**src/rtl/mmio_uart_tx.sv**
```systemverilog
// Memory-mapped 8N1 UART transmitter with a TX FIFO and programmable baud divider.
// Define UART_TX_IRQ_EN to build the registered "FIFO drained" interrupt and CTRL[1].
module mmio_uart_tx #(
    parameter logic [31:0] BASE_ADDR   = 32'h0000_1000,
    parameter int          FIFO_DEPTH  = 8,
    parameter logic [15:0] DEFAULT_DIV = 16'd868
) (
    input  logic        clk,
    input  logic        rst_n,
    input  logic [31:0] m_addr,
    input  logic [31:0] m_data,
    input  logic        m_rnw,
    input  logic        m_sel,
    output logic [31:0] s_data,
    output logic        tx,
    output logic        irq
);
    localparam int PTR_W = (FIFO_DEPTH > 1) ? $clog2(FIFO_DEPTH) : 1;
    localparam int CNT_W = PTR_W + 1;

    typedef enum logic [1:0] {S_IDLE, S_START, S_DATA, S_STOP} state_t;

    logic             hit;
    logic             wr_en;
    logic [1:0]       reg_idx;
    logic             push_req;
    logic             push;
    logic             pop;
    logic             full;
    logic             empty;
    logic             busy;
    logic [15:0]      div_m1;
    logic [31:0]      count_ext;
    logic [31:0]      ctrl_rd;
    logic             unused_bits;

    logic [7:0]       fifo_mem [FIFO_DEPTH];
    logic [PTR_W-1:0] wr_ptr_reg;
    logic [PTR_W-1:0] rd_ptr_reg;
    logic [CNT_W-1:0] count_reg;
    logic             overflow_reg;
    logic [15:0]      div_reg;
    logic             enable_reg;

    state_t           state_reg, state_next;
    logic [15:0]      baud_cnt_reg, baud_cnt_next;
    logic [2:0]       bit_idx_reg, bit_idx_next;
    logic [7:0]       shift_reg, shift_next;

    assign hit      = m_sel & (m_addr[31:4] == BASE_ADDR[31:4]);
    assign wr_en    = hit & ~m_rnw;
    assign reg_idx  = m_addr[3:2];
    assign count_ext = 32'(count_reg);
    assign unused_bits = ^{m_addr[1:0], m_data[31:16], count_ext[31:4]};

    assign full     = (count_reg == CNT_W'(FIFO_DEPTH));
    assign empty    = (count_reg == '0);
    assign pop      = (state_reg == S_IDLE) & enable_reg & ~empty;
    assign push_req = wr_en & (reg_idx == 2'd0);
    // A push into a full FIFO still fits when the head leaves in the same cycle.
    assign push     = push_req & (~full | pop);

    // A divider of 0 behaves as 1, so the reload value saturates at 0.
    assign div_m1   = (div_reg == 16'd0) ? 16'd0 : div_reg - 16'd1;

    always_ff @(posedge clk) begin
        if (push) begin
            fifo_mem[wr_ptr_reg] <= m_data[7:0];
        end
    end

    always_ff @(posedge clk or negedge rst_n) begin
        if (!rst_n) begin
            wr_ptr_reg   <= '0;
            rd_ptr_reg   <= '0;
            count_reg    <= '0;
            overflow_reg <= 1'b0;
        end else begin
            if (push) begin
                wr_ptr_reg <= wr_ptr_reg + PTR_W'(1);
            end
            if (pop) begin
                rd_ptr_reg <= rd_ptr_reg + PTR_W'(1);
            end
            if (push && !pop) begin
                count_reg <= count_reg + CNT_W'(1);
            end else if (pop && !push) begin
                count_reg <= count_reg - CNT_W'(1);
            end
            if (push_req && full && !pop) begin
                overflow_reg <= 1'b1;
            end else if (wr_en && reg_idx == 2'd1 && m_data[3]) begin
                overflow_reg <= 1'b0;
            end
        end
    end

    always_ff @(posedge clk or negedge rst_n) begin
        if (!rst_n) begin
            div_reg    <= DEFAULT_DIV;
            enable_reg <= 1'b0;
        end else if (wr_en) begin
            if (reg_idx == 2'd2) begin
                div_reg <= m_data[15:0];
            end
            if (reg_idx == 2'd3) begin
                enable_reg <= m_data[0];
            end
        end
    end

    always_ff @(posedge clk or negedge rst_n) begin
        if (!rst_n) begin
            state_reg    <= S_IDLE;
            baud_cnt_reg <= '0;
            bit_idx_reg  <= '0;
            shift_reg    <= '0;
        end else begin
            state_reg    <= state_next;
            baud_cnt_reg <= baud_cnt_next;
            bit_idx_reg  <= bit_idx_next;
            shift_reg    <= shift_next;
        end
    end

    always_comb begin
        state_next    = state_reg;
        baud_cnt_next = baud_cnt_reg;
        bit_idx_next  = bit_idx_reg;
        shift_next    = shift_reg;
        case (state_reg)
            S_IDLE: begin
                if (pop) begin
                    shift_next    = fifo_mem[rd_ptr_reg];
                    baud_cnt_next = div_m1;
                    state_next    = S_START;
                end
            end
            S_START: begin
                if (baud_cnt_reg == 16'd0) begin
                    baud_cnt_next = div_m1;
                    bit_idx_next  = 3'd0;
                    state_next    = S_DATA;
                end else begin
                    baud_cnt_next = baud_cnt_reg - 16'd1;
                end
            end
            S_DATA: begin
                if (baud_cnt_reg == 16'd0) begin
                    baud_cnt_next = div_m1;
                    if (bit_idx_reg == 3'd7) begin
                        state_next = S_STOP;
                    end else begin
                        bit_idx_next = bit_idx_reg + 3'd1;
                        shift_next   = shift_reg >> 1;
                    end
                end else begin
                    baud_cnt_next = baud_cnt_reg - 16'd1;
                end
            end
            S_STOP: begin
                if (baud_cnt_reg == 16'd0) begin
                    state_next = S_IDLE;
                end else begin
                    baud_cnt_next = baud_cnt_reg - 16'd1;
                end
            end
            default: state_next = S_IDLE;
        endcase
    end

    // Line level is decoded from state so reset drives tx high without waiting for a clock.
    always_comb begin
        tx   = 1'b1;
        busy = 1'b1;
        case (state_reg)
            S_IDLE:  busy = 1'b0;
            S_START: tx   = 1'b0;
            S_DATA:  tx   = shift_reg[0];
            default: tx   = 1'b1;
        endcase
    end

`ifdef UART_TX_IRQ_EN
    logic irq_en_reg;
    logic irq_reg;

    always_ff @(posedge clk or negedge rst_n) begin
        if (!rst_n) begin
            irq_en_reg <= 1'b0;
            irq_reg    <= 1'b0;
        end else begin
            if (wr_en && reg_idx == 2'd3) begin
                irq_en_reg <= m_data[1];
            end
            irq_reg <= irq_en_reg & empty & ~busy;
        end
    end

    assign irq     = irq_reg;
    assign ctrl_rd = {30'd0, irq_en_reg, enable_reg};
`else
    assign irq     = 1'b0;
    assign ctrl_rd = {31'd0, enable_reg};
`endif

    always_comb begin
        s_data = '0;
        if (hit && m_rnw) begin
            case (reg_idx)
                2'd1:    s_data = {24'd0, count_ext[3:0], overflow_reg, empty, full, busy};
                2'd2:    s_data = {16'd0, div_reg};
                2'd3:    s_data = ctrl_rd;
                default: s_data = '0;
            endcase
        end
    end
endmodule

```
**config.mk**
```make
export PLATFORM = sky130hd
export DESIGN_NAME = mmio_uart_tx
export DESIGN_NICKNAME = d
export VERILOG_FILES = /design/src/rtl/mmio_uart_tx.sv
export SDC_FILE = /design/constraint.sdc
export NUM_CORES = 1
export LEC_CHECK = 0
export BUFFER_PORTS_ARGS = -buffer_cell sky130_fd_sc_hd__clkbuf_2
export CAP_MARGIN = 20
export CORE_ASPECT_RATIO = 0.5
export CORE_UTILIZATION = 40
export CTS_BUF_LIST = sky130_fd_sc_hd__clkbuf_8 sky130_fd_sc_hd__clkbuf_16
export DETAILED_ROUTE_END_ITERATION = 7
export PLACE_DENSITY_LB_ADDON = 0.05
export SLEW_MARGIN = 20
export SYNTH_ARGS = -nofsm -noshare
export SYNTH_HDL_FRONTEND = slang
export SYNTH_SLANG_ARGS = --single-unit
export TNS_END_PERCENT = 1
```
**constraint.sdc**
```tcl
create_clock -name clk -period 5.74 [get_ports clk]
set_input_delay 0.574 -clock clk [delete_from_list [all_inputs] [get_ports clk]]
set_output_delay 0.574 -clock clk [all_outputs]
set_load 0.03 [all_outputs]
```
==> results of run 1 <==
==> worst max path at each step <==
stage | start | end
after CTS | m_addr[8] | s_data[8]
final | m_addr[8] | s_data[8]
after global routing | m_addr[8] | s_data[8]
after floorplan | m_addr[15] | count_reg[3]$_DFFE_PN0P_
after detailed placement | m_addr[8] | s_data[8]
after global placement | m_addr[8] | s_data[8]
==> worst register-to-register path, stage by stage, from the launching register on <==
cell and delay [ns]:
sky130_fd_sc_hd__dfrtp_1 0.41, sky130_fd_sc_hd__inv_1 0.07, sky130_fd_sc_hd__ha_1 0.16, sky130_fd_sc_hd__or4b_1 0.62, sky130_fd_sc_hd__nor4_4 0.72, sky130_fd_sc_hd__a21o_1 0.49
sky130_fd_sc_hd__or3_1 0.57, sky130_fd_sc_hd__o221ai_2 0.18
==> layout make-up <==
cell class | instances | share of cell area (%)
Inverter | 11 | 0.575
Sequential cell | 121 | 46.7
Timing Repair Buffer | 70 | 5.02
Multi-Input combinational cell | 325 | 36.1
Clock buffer | 18 | 6.11
Clock inverter | 14 | 2.06
Tap cell | 198 | 3.45
==> power by group <==
part	internal (mW)	leakage [nW]	switching, mW
clock network	0.652	0.281	0.413
registers	0.937	1.32	0.0129
logic	0.0324	1.27	0.0471
==> logic make-up after synthesis <==
group,after synthesis
simple gates,149
flops,121
compound gates,79
buf+inv,52
mux,44
xor+xnor,21
fa+ha+maj,15
other cells,1
==> cell usage after synthesis (7+ instances only) <==
cell                        n  area share [%]
sky130_fd_sc_hd__a21oi_1    8            0.65
sky130_fd_sc_hd__a221o_1    9             1.5
sky130_fd_sc_hd__a22oi_1    7            0.85
sky130_fd_sc_hd__and2_1    11             1.1
sky130_fd_sc_hd__buf_4     17             2.1
sky130_fd_sc_hd__clkbuf_1  14            0.85
sky130_fd_sc_hd__dfrtp_1   52              21
sky130_fd_sc_hd__edfxtp_1  64              31
sky130_fd_sc_hd__ha_1      14             2.8
sky130_fd_sc_hd__inv_1     11            0.67
sky130_fd_sc_hd__mux2_2    20             3.6
sky130_fd_sc_hd__mux2i_1    8             1.3
sky130_fd_sc_hd__mux4_2    16             5.8
sky130_fd_sc_hd__nand2_1   11            0.67
sky130_fd_sc_hd__nor2_1    44             2.7
sky130_fd_sc_hd__nor3_1    17             1.4
sky130_fd_sc_hd__nor4_1    14             1.4
sky130_fd_sc_hd__o21ai_0   17             1.4
sky130_fd_sc_hd__o221ai_2   8             1.9
sky130_fd_sc_hd__or3_1     13             1.3
sky130_fd_sc_hd__xnor2_1   15             2.1
==> stage by stage <==
step                      hold slack [ns]  instance area, µm²  setup slack [ns]
after CTS                           0.357                7180              2.29
after global routing                0.386                7180              2.13
after detailed placement            0.470                6600              2.30
after floorplan                     0.278                6230              2.83
final                               0.303                7180              2.38
after global placement              0.472                6590              2.32
==> routing by layer <==
layer,share of wire (%),wire [µm]
met5,0,0
met4,1.2,161
met3,3.5,461
met2,43,5740
met1,52,6860
==> metrics.txt, run 1 <==
# TYPE chip_impl_metric gauge
chip_impl_metric{name="fin_skew",unit="ns"} 0.00887
chip_impl_info{name="cts.root.buffer_cell",value="sky130_fd_sc_hd__clkbuf_16"} 1
chip_impl_metric{name="drt_pre_antenna_iters",unit=""} 4
chip_impl_info{name="cp-end-kind",value="output pin"} 1
chip_impl_metric{name="yosys_warnings",unit=""} 0
chip_impl_metric{name="mean_instance_size_in_the_synthesized_netlist",unit="µm²"} 12.8
chip_impl_metric{name="fin_setup_tns",unit="ns"} 0
chip_impl_metric{name="drc",unit=""} 0
chip_impl_metric{name="cp_num_cells",unit=""} 7
chip_impl_metric{name="final_period_demand_of_the_worst_path",unit="ns"} 3.36
chip_impl_metric{name="post_cts_resize_count",unit=""} 0
chip_impl_metric{name="sequential_area_share_after_synthesis",unit="%"} 54.4
chip_impl_info{name="critical_path.slowest_cell",value="sky130_fd_sc_hd__nor3b_1"} 1
chip_impl_metric{name="clock_sinks",unit=""} 121
chip_impl_metric{name="largest_register_ffs",unit=""} 64
chip_impl_metric{name="highest_clock_frequency_the_design_can_meet",unit="GHz"} 0.298
chip_impl_metric{name="layout-drive-gt1-share",unit="%"} 29.5
chip_impl_info{name="regToRegEndpoint",value="baud_cnt_reg[12]$_DFFE_PN0P_"} 1
chip_impl_metric{name="dr_total_vias",unit=""} 4017
chip_impl_metric{name="reg2reg_slack",unit="ns"} 2.38
chip_impl_info{name="timing.rr.start",value="baud_cnt_reg[0]$_DFFE_PN0P_"} 1
chip_impl_info{name="grt.busiest_layer",value="met1"} 1
chip_impl_metric{name="fp.dieW",unit="µm"} 178
chip_impl_metric{name="design_power_total",unit="mW"} 2.09
chip_impl_info{name="run_status",value="complete, no violations"} 1
chip_impl_metric{name="clock_network_latency_to_the_later_pin_of_the_worst_skew_pair",unit="ns"} 0.41
chip_impl_info{name="grt_setup_unrepaired",value="false"} 1
chip_impl_info{name="min_path_type",value="in2async"} 1
chip_impl_metric{name="antenna_found_initial",unit=""} 0
chip_impl_metric{name="yosys.area_share.adder",unit="%"} 3.16
chip_impl_metric{name="cts.hold.buffers_added",unit=""} 0
chip_impl_metric{name="drt_iter0_markers",unit=""} 238
chip_impl_metric{name="synthXorXnorAreaFrac",unit="%"} 2.98
chip_impl_metric{name="synthArstFlopShare",unit="%"} 47.1
chip_impl_metric{name="synth.cell_area",unit="µm²"} 6170
chip_impl_metric{name="all_layer_gr_usage",unit="%"} 17.8
chip_impl_metric{name="worstPathBufferInverterCount",unit=""} 2
chip_impl_info{name="cell_chain_critical_path",value="clkbuf_2, nor4_1, nand4_1, or3_1, nor3b_1, and2_1, clkbuf_2"} 1
chip_impl_metric{name="rows",unit=""} 31
chip_impl_metric{name="viasPerCell",unit=""} 5.31
chip_impl_metric{name="initial_utilization",unit="%"} 41.8
chip_impl_metric{name="grt.met3_usage",unit="%"} 4.15
chip_impl_metric{name="timing.critical_path.fanout_max",unit=""} 9
chip_impl_metric{name="worst-endpoint-arrival",unit="ns"} 2.79
chip_impl_info{name="worstSetupPathType",value="in2out"} 1
chip_impl_metric{name="num-fill-cells",unit=""} 1345
chip_impl_metric{name="cellPowerDensity",unit="nW/µm²"} 292
chip_impl_metric{name="global_route.overflow_total",unit=""} 0
chip_impl_metric{name="numPortBuffers",unit=""} 66
chip_impl_metric{name="avgRoutedWirePerCell",unit="µm"} 17.5
chip_impl_metric{name="routability_congestion",unit=""} 0.797
chip_impl_info{name="cts_tree",value="built"} 1
chip_impl_metric{name="postCtsSetupBuffers",unit=""} 0
chip_impl_metric{name="report.final.setup_viol",unit=""} 0
chip_impl_metric{name="ir_worst_vdd",unit="mV"} 0.218
chip_impl_metric{name="hold_violations",unit=""} 0
chip_impl_metric{name="number_of_global_route_vias_before_repair",unit=""} 3935
chip_impl_metric{name="synth_enable_flop_cells",unit=""} 64
chip_impl_metric{name="slew_limit_fails",unit=""} 0
chip_impl_metric{name="cts_max_path_buffers",unit=""} 2
chip_impl_metric{name="pin_count_of_the_biggest_net_entering_global_routing",unit=""} 58
chip_impl_metric{name="leakagePower",unit="nW"} 2.87
chip_impl_info{name="critPathLaunchType",value="primary input"} 1
chip_impl_metric{name="cts_max_level",unit=""} 4
chip_impl_metric{name="final_core_utilization",unit="%"} 48.6
chip_impl_metric{name="ff2ff_path_depth",unit=""} 7
chip_impl_metric{name="muxShareOfSynthArea",unit="%"} 10.8
chip_impl_info{name="path_delay_family",value="simple AND/OR/NAND/NOR gates"} 1
chip_impl_metric{name="syn_to_final_growth",unit="%"} 16.4
chip_impl_metric{name="critical_path.max_stage_delay",unit="ns"} 0.70
chip_impl_metric{name="cts-buffers-inserted",unit=""} 17
chip_impl_metric{name="grt_pass1_wl",unit="mm"} 21.4
chip_impl_metric{name="synth.lib_cells_used.distinct",unit=""} 62
chip_impl_info{name="timing.critical_path.mode_cell",value="sky130_fd_sc_hd__clkbuf_2"} 1
chip_impl_metric{name="ys_ff_latch",unit=""} 121
chip_impl_metric{name="boundary_pin_count",unit=""} 102
chip_impl_metric{name="finish.net_count",unit=""} 629
chip_impl_metric{name="dieArea",unit="µm²"} 16000
chip_impl_info{name="synth-main-ff-cell",value="sky130_fd_sc_hd__edfxtp_1"} 1
chip_impl_info{name="commonest_non_fill_non_tap_cells_in_the_layout",value="sky130_fd_sc_hd__clkbuf_2 (66), sky130_fd_sc_hd__edfxtp_1 (64), sky130_fd_sc_hd__dfrtp_1 (51)"} 1
chip_impl_metric{name="stdcell_count",unit=""} 757
chip_impl_metric{name="fp.dieH",unit="µm"} 89.8
chip_impl_metric{name="post_dp_hpwl",unit="mm"} 9.26
chip_impl_metric{name="worst_slew_margin_rel",unit="%"} 47.2
chip_impl_metric{name="final-seq-area",unit="µm²"} 3360
chip_impl_metric{name="postRouteAntennaNets",unit=""} 0
chip_impl_metric{name="footprint_of_the_multi_input_gates",unit="µm²"} 2590
chip_impl_metric{name="period_utilization",unit="%"} 58.5
chip_impl_info{name="layout_commonest_cell",value="sky130_fd_sc_hd__clkbuf_2"} 1
chip_impl_metric{name="route.final.wire_length",unit="mm"} 13.2
chip_impl_metric{name="place_inst",unit=""} 725
chip_impl_metric{name="synth-simple-area-share",unit="%"} 13.3
chip_impl_metric{name="cap_viol_max_count",unit=""} 0
chip_impl_metric{name="placeableCoreArea",unit="µm²"} 14800
chip_impl_metric{name="synth_compound_area_share",unit="%"} 10.7
chip_impl_metric{name="grtUsageMet2",unit="%"} 25.2
chip_impl_metric{name="postSynthCellCount",unit=""} 482
chip_impl_metric{name="grt_util_met1",unit="%"} 26.8
chip_impl_info{name="largest_family_of_logic_cells_by_synthesized_area",value="simple AND/OR/NAND/NOR gates"} 1
chip_impl_metric{name="required",unit="ns"} 5.17
chip_impl_metric{name="worst_pin_slew",unit="ns"} 0.786
chip_impl_metric{name="clkTransAtPathRegs",unit="ns"} 0.06
chip_impl_metric{name="insertedDiodeCount",unit=""} 0
(Power assumes the default switching activity.)
==> run 2: changes to the inputs <==
clock period = 3.2 ns   (was 5.74 ns; I/O delays follow)
==> metrics.txt, run 2 (synthesis gave the netlist of run 1 again) <==
# TYPE chip_impl_metric gauge
chip_impl_metric{name="leakagePower",unit="nW"} 2.98
chip_impl_metric{name="ir_worst_vdd",unit="mV"} 0.415
chip_impl_metric{name="clock_network_latency_to_the_later_pin_of_the_worst_skew_pair",unit="ns"} 0.41
chip_impl_metric{name="clock_sinks",unit=""} 121
chip_impl_metric{name="ff2ff_path_depth",unit=""} 8
chip_impl_metric{name="cellPowerDensity",unit="nW/µm²"} 507
chip_impl_metric{name="final_period_demand_of_the_worst_path",unit="ns"} 2.95
chip_impl_metric{name="route.final.wire_length",unit="mm"} 13.8
chip_impl_info{name="regToRegEndpoint",value="baud_cnt_reg[6]$_DFFE_PN0P_"} 1
chip_impl_info{name="critPathCapture",value="baud_cnt_reg[6]$_DFFE_PN0P_"} 1
chip_impl_info{name="cts_tree",value="built"} 1
chip_impl_metric{name="pwr-share-comb",unit="%"} 4.0
chip_impl_metric{name="design_power_total",unit="mW"} 3.70
chip_impl_metric{name="worstPathBufferInverterCount",unit=""} 2
chip_impl_metric{name="stdcell_count",unit=""} 776
chip_impl_metric{name="post_cts_resize_count",unit=""} 0
chip_impl_metric{name="largest_register_ffs",unit=""} 64
chip_impl_metric{name="hold_violations",unit=""} 0
chip_impl_metric{name="cp_num_cells",unit=""} 8
chip_impl_metric{name="antenna_found_initial",unit=""} 0
chip_impl_metric{name="fin_setup_tns",unit="ns"} 0
chip_impl_metric{name="wl_met3",unit="µm"} 484
chip_impl_metric{name="reg2reg_slack",unit="ns"} 0.25
chip_impl_metric{name="num-fill-cells",unit=""} 1336
chip_impl_metric{name="boundary_pin_count",unit=""} 102
chip_impl_metric{name="highest_clock_frequency_the_design_can_meet",unit="GHz"} 0.339
chip_impl_metric{name="layout-drive-gt1-share",unit="%"} 31.0
chip_impl_metric{name="initial_utilization",unit="%"} 41.8
chip_impl_metric{name="avgRoutedWirePerCell",unit="µm"} 17.8
chip_impl_metric{name="worst-endpoint-arrival",unit="ns"} 3.21
chip_impl_metric{name="cts_max_level",unit=""} 4
chip_impl_metric{name="viasPerCell",unit=""} 5.33
chip_impl_metric{name="met2_wirelength",unit="mm"} 6.20
chip_impl_metric{name="grt_pass1_wl",unit="mm"} 22.6
chip_impl_metric{name="post_dp_hpwl",unit="mm"} 9.86
chip_impl_metric{name="worst_slew_margin_rel",unit="%"} 38.2
chip_impl_info{name="worstSetupPathType",value="reg2reg"} 1
chip_impl_metric{name="worst_pin_slew",unit="ns"} 0.927
chip_impl_info{name="layout_commonest_cell",value="sky130_fd_sc_hd__clkbuf_2"} 1
chip_impl_metric{name="drt_iter0_markers",unit=""} 285
chip_impl_metric{name="p_sw",unit="µW"} 820
chip_impl_info{name="critPathLaunchType",value="register"} 1
chip_impl_metric{name="fin_skew",unit="ns"} 0.00851
chip_impl_info{name="path_delay_family",value="simple AND/OR/NAND/NOR gates"} 1
chip_impl_info{name="critical_path.slowest_cell",value="sky130_fd_sc_hd__or3b_2"} 1
chip_impl_metric{name="finish.net_count",unit=""} 648
chip_impl_metric{name="postCtsSetupBuffers",unit=""} 0
chip_impl_metric{name="critical_path.max_stage_delay",unit="ns"} 0.55
chip_impl_metric{name="cts.hold.buffers_added",unit=""} 0
chip_impl_info{name="route.top_layer_used",value="met4"} 1
chip_impl_metric{name="insertedDiodeCount",unit=""} 0
chip_impl_info{name="min_path_type",value="in2async"} 1
chip_impl_metric{name="numPortBuffers",unit=""} 66
chip_impl_info{name="timing.critical_path.mode_cell",value="sky130_fd_sc_hd__or3_1"} 1
chip_impl_metric{name="period_utilization",unit="%"} 92.3
chip_impl_metric{name="place_inst",unit=""} 744
chip_impl_metric{name="slew_limit_fails",unit=""} 0
chip_impl_metric{name="wl_met1",unit="mm"} 7.06
chip_impl_info{name="worst_setup_path_startpoint",value="div_reg[0]$_DFFE_PN0P_"} 1
chip_impl_metric{name="dieArea",unit="µm²"} 16000
chip_impl_info{name="timing.rr.start",value="div_reg[0]$_DFFE_PN0P_"} 1
chip_impl_metric{name="number_of_global_route_vias_before_repair",unit=""} 4139
chip_impl_metric{name="fp.dieW",unit="µm"} 178
chip_impl_metric{name="required",unit="ns"} 3.46
chip_impl_metric{name="p_clk_share",unit="%"} 49.9
chip_impl_metric{name="global_route.overflow_total",unit=""} 0
chip_impl_info{name="run_status",value="complete, no violations"} 1
chip_impl_metric{name="all_layer_gr_usage",unit="%"} 18.9
chip_impl_info{name="cell_chain_critical_path",value="inv_1, ha_1, or3b_2, or3_1, nor3_1, buf_4, or3_1, o221ai_2"} 1
chip_impl_metric{name="cts_max_path_buffers",unit=""} 2
chip_impl_metric{name="cap_viol_max_count",unit=""} 0
chip_impl_metric{name="footprint_of_the_multi_input_gates",unit="µm²"} 2590
chip_impl_info{name="cts.root.buffer_cell",value="sky130_fd_sc_hd__clkbuf_16"} 1
chip_impl_metric{name="syn_to_final_growth",unit="%"} 18.3
chip_impl_metric{name="internal_power",unit="mW"} 2.88
chip_impl_metric{name="seq_power_share",unit="%"} 46.1
chip_impl_metric{name="drt_pre_antenna_iters",unit=""} 5
chip_impl_metric{name="dr_total_vias",unit=""} 4139
chip_impl_info{name="grt_setup_unrepaired",value="false"} 1
chip_impl_metric{name="placeableCoreArea",unit="µm²"} 14800
chip_impl_metric{name="cts-buffers-inserted",unit=""} 17
chip_impl_metric{name="pin_count_of_the_biggest_net_entering_global_routing",unit=""} 39
chip_impl_metric{name="report.final.setup_viol",unit=""} 0
chip_impl_metric{name="final-seq-area",unit="µm²"} 3350
chip_impl_metric{name="routability_congestion",unit=""} 0.834
chip_impl_metric{name="drc",unit=""} 0
chip_impl_metric{name="hold_slack",unit="ns"} 0.0472
chip_impl_metric{name="fp.dieH",unit="µm"} 89.8
chip_impl_metric{name="rows",unit=""} 31
chip_impl_info{name="cp-end-kind",value="register"} 1
chip_impl_info{name="commonest_non_fill_non_tap_cells_in_the_layout",value="sky130_fd_sc_hd__clkbuf_2 (65), sky130_fd_sc_hd__edfxtp_1 (64), sky130_fd_sc_hd__dfrtp_1 (52)"} 1
chip_impl_metric{name="swShare",unit="%"} 22.2
chip_impl_metric{name="timing.critical_path.fanout_max",unit=""} 10
chip_impl_metric{name="clkTransAtPathRegs",unit="ns"} 0.06
chip_impl_metric{name="postRouteAntennaNets",unit=""} 0
[run 2: cell count changes in the layout (fill, tap and decap cells not counted)]
cell and delta:
sky130_fd_sc_hd__clkbuf_2 -1, sky130_fd_sc_hd__clkbuf_8 -1, sky130_fd_sc_hd__inv_1 +4, sky130_fd_sc_hd__buf_2 +1
sky130_fd_sc_hd__clkinvlp_4 -2, sky130_fd_sc_hd__buf_4 +19, sky130_fd_sc_hd__dfrtp_1 +1, sky130_fd_sc_hd__clkinv_4 -1
sky130_fd_sc_hd__dfrtp_2 -1
[run 2: how the worst min path moves through the flow]
stage | start | endpoint | slack [ns] | cells past startpoint
CTS | rst_n | baud_cnt_reg[5]$_DFFE_PN0P_ | 0.11 | 1
global route | rst_n | baud_cnt_reg[5]$_DFFE_PN0P_ | 0.09 | 1
floorplan | rst_n | baud_cnt_reg[0]$_DFFE_PN0P_ | 0.02 | 0
finish | rst_n | baud_cnt_reg[8]$_DFFE_PN0P_ | 0.05 | 1
global placement | shift_reg[7]$_DFFE_PN0P_ | shift_reg[7]$_DFFE_PN0P_ | 0.46 | 1
detailed placement | shift_reg[7]$_DFFE_PN0P_ | shift_reg[7]$_DFFE_PN0P_ | 0.47 | 1
[run 2: metrics by stage]
| stage | setup slack, ns | util (%) | cell area [µm²] |
|---|---|---|---|
| floorplan | 0.544 | - | 6230 |
| global placement | 0.337 | 45.6 | 6740 |
| detailed placement | 0.329 | 45.6 | 6740 |
| CTS | 0.281 | 49.4 | 7300 |
| global route | 0.142 | 49.4 | 7300 |
| finish | 0.247 | 49.4 | 7300 |
[run 2: layout make-up]
class | instances | share of cell area, %
clock buffer | 17 | 5.83
multi-input combinational | 325 | 35.5
sequential | 121 | 45.9
inverter | 11 | 0.566
tap | 198 | 3.39
timing repair buffer | 89 | 6.89
clock inverter | 15 | 1.90
[run 2: power by group through the flow]
stage          registers [mW]  clock network (mW)  logic (mW)
6_report                 1.70                1.85       0.146
4_1_cts                  1.70                1.89       0.149
2_1_floorplan            1.73                   0      0.0939
3_3_place_gp             1.73                   0       0.146
3_5_place_dp             1.73                   0       0.149
5_1_grt                  1.71                1.97       0.163
[run 2: layer usage]
layer	vias to the layer above	track usage, %
li1	1981	-
met1	2069	26.9
met2	83	27.9
met3	6	5.16
met4	0	5.70
met5	-	0
[run 2: worst register-to-register path: stages, from the launching register on]
cell and delay [ns]:
sky130_fd_sc_hd__dfrtp_1 0.44, sky130_fd_sc_hd__inv_1 0.10, sky130_fd_sc_hd__ha_1 0.18, sky130_fd_sc_hd__or3b_2 0.55, sky130_fd_sc_hd__or3_1 0.34, sky130_fd_sc_hd__nor3_1 0.30, sky130_fd_sc_hd__buf_4 0.19, sky130_fd_sc_hd__or3_1 0.50
sky130_fd_sc_hd__o221ai_2 0.20
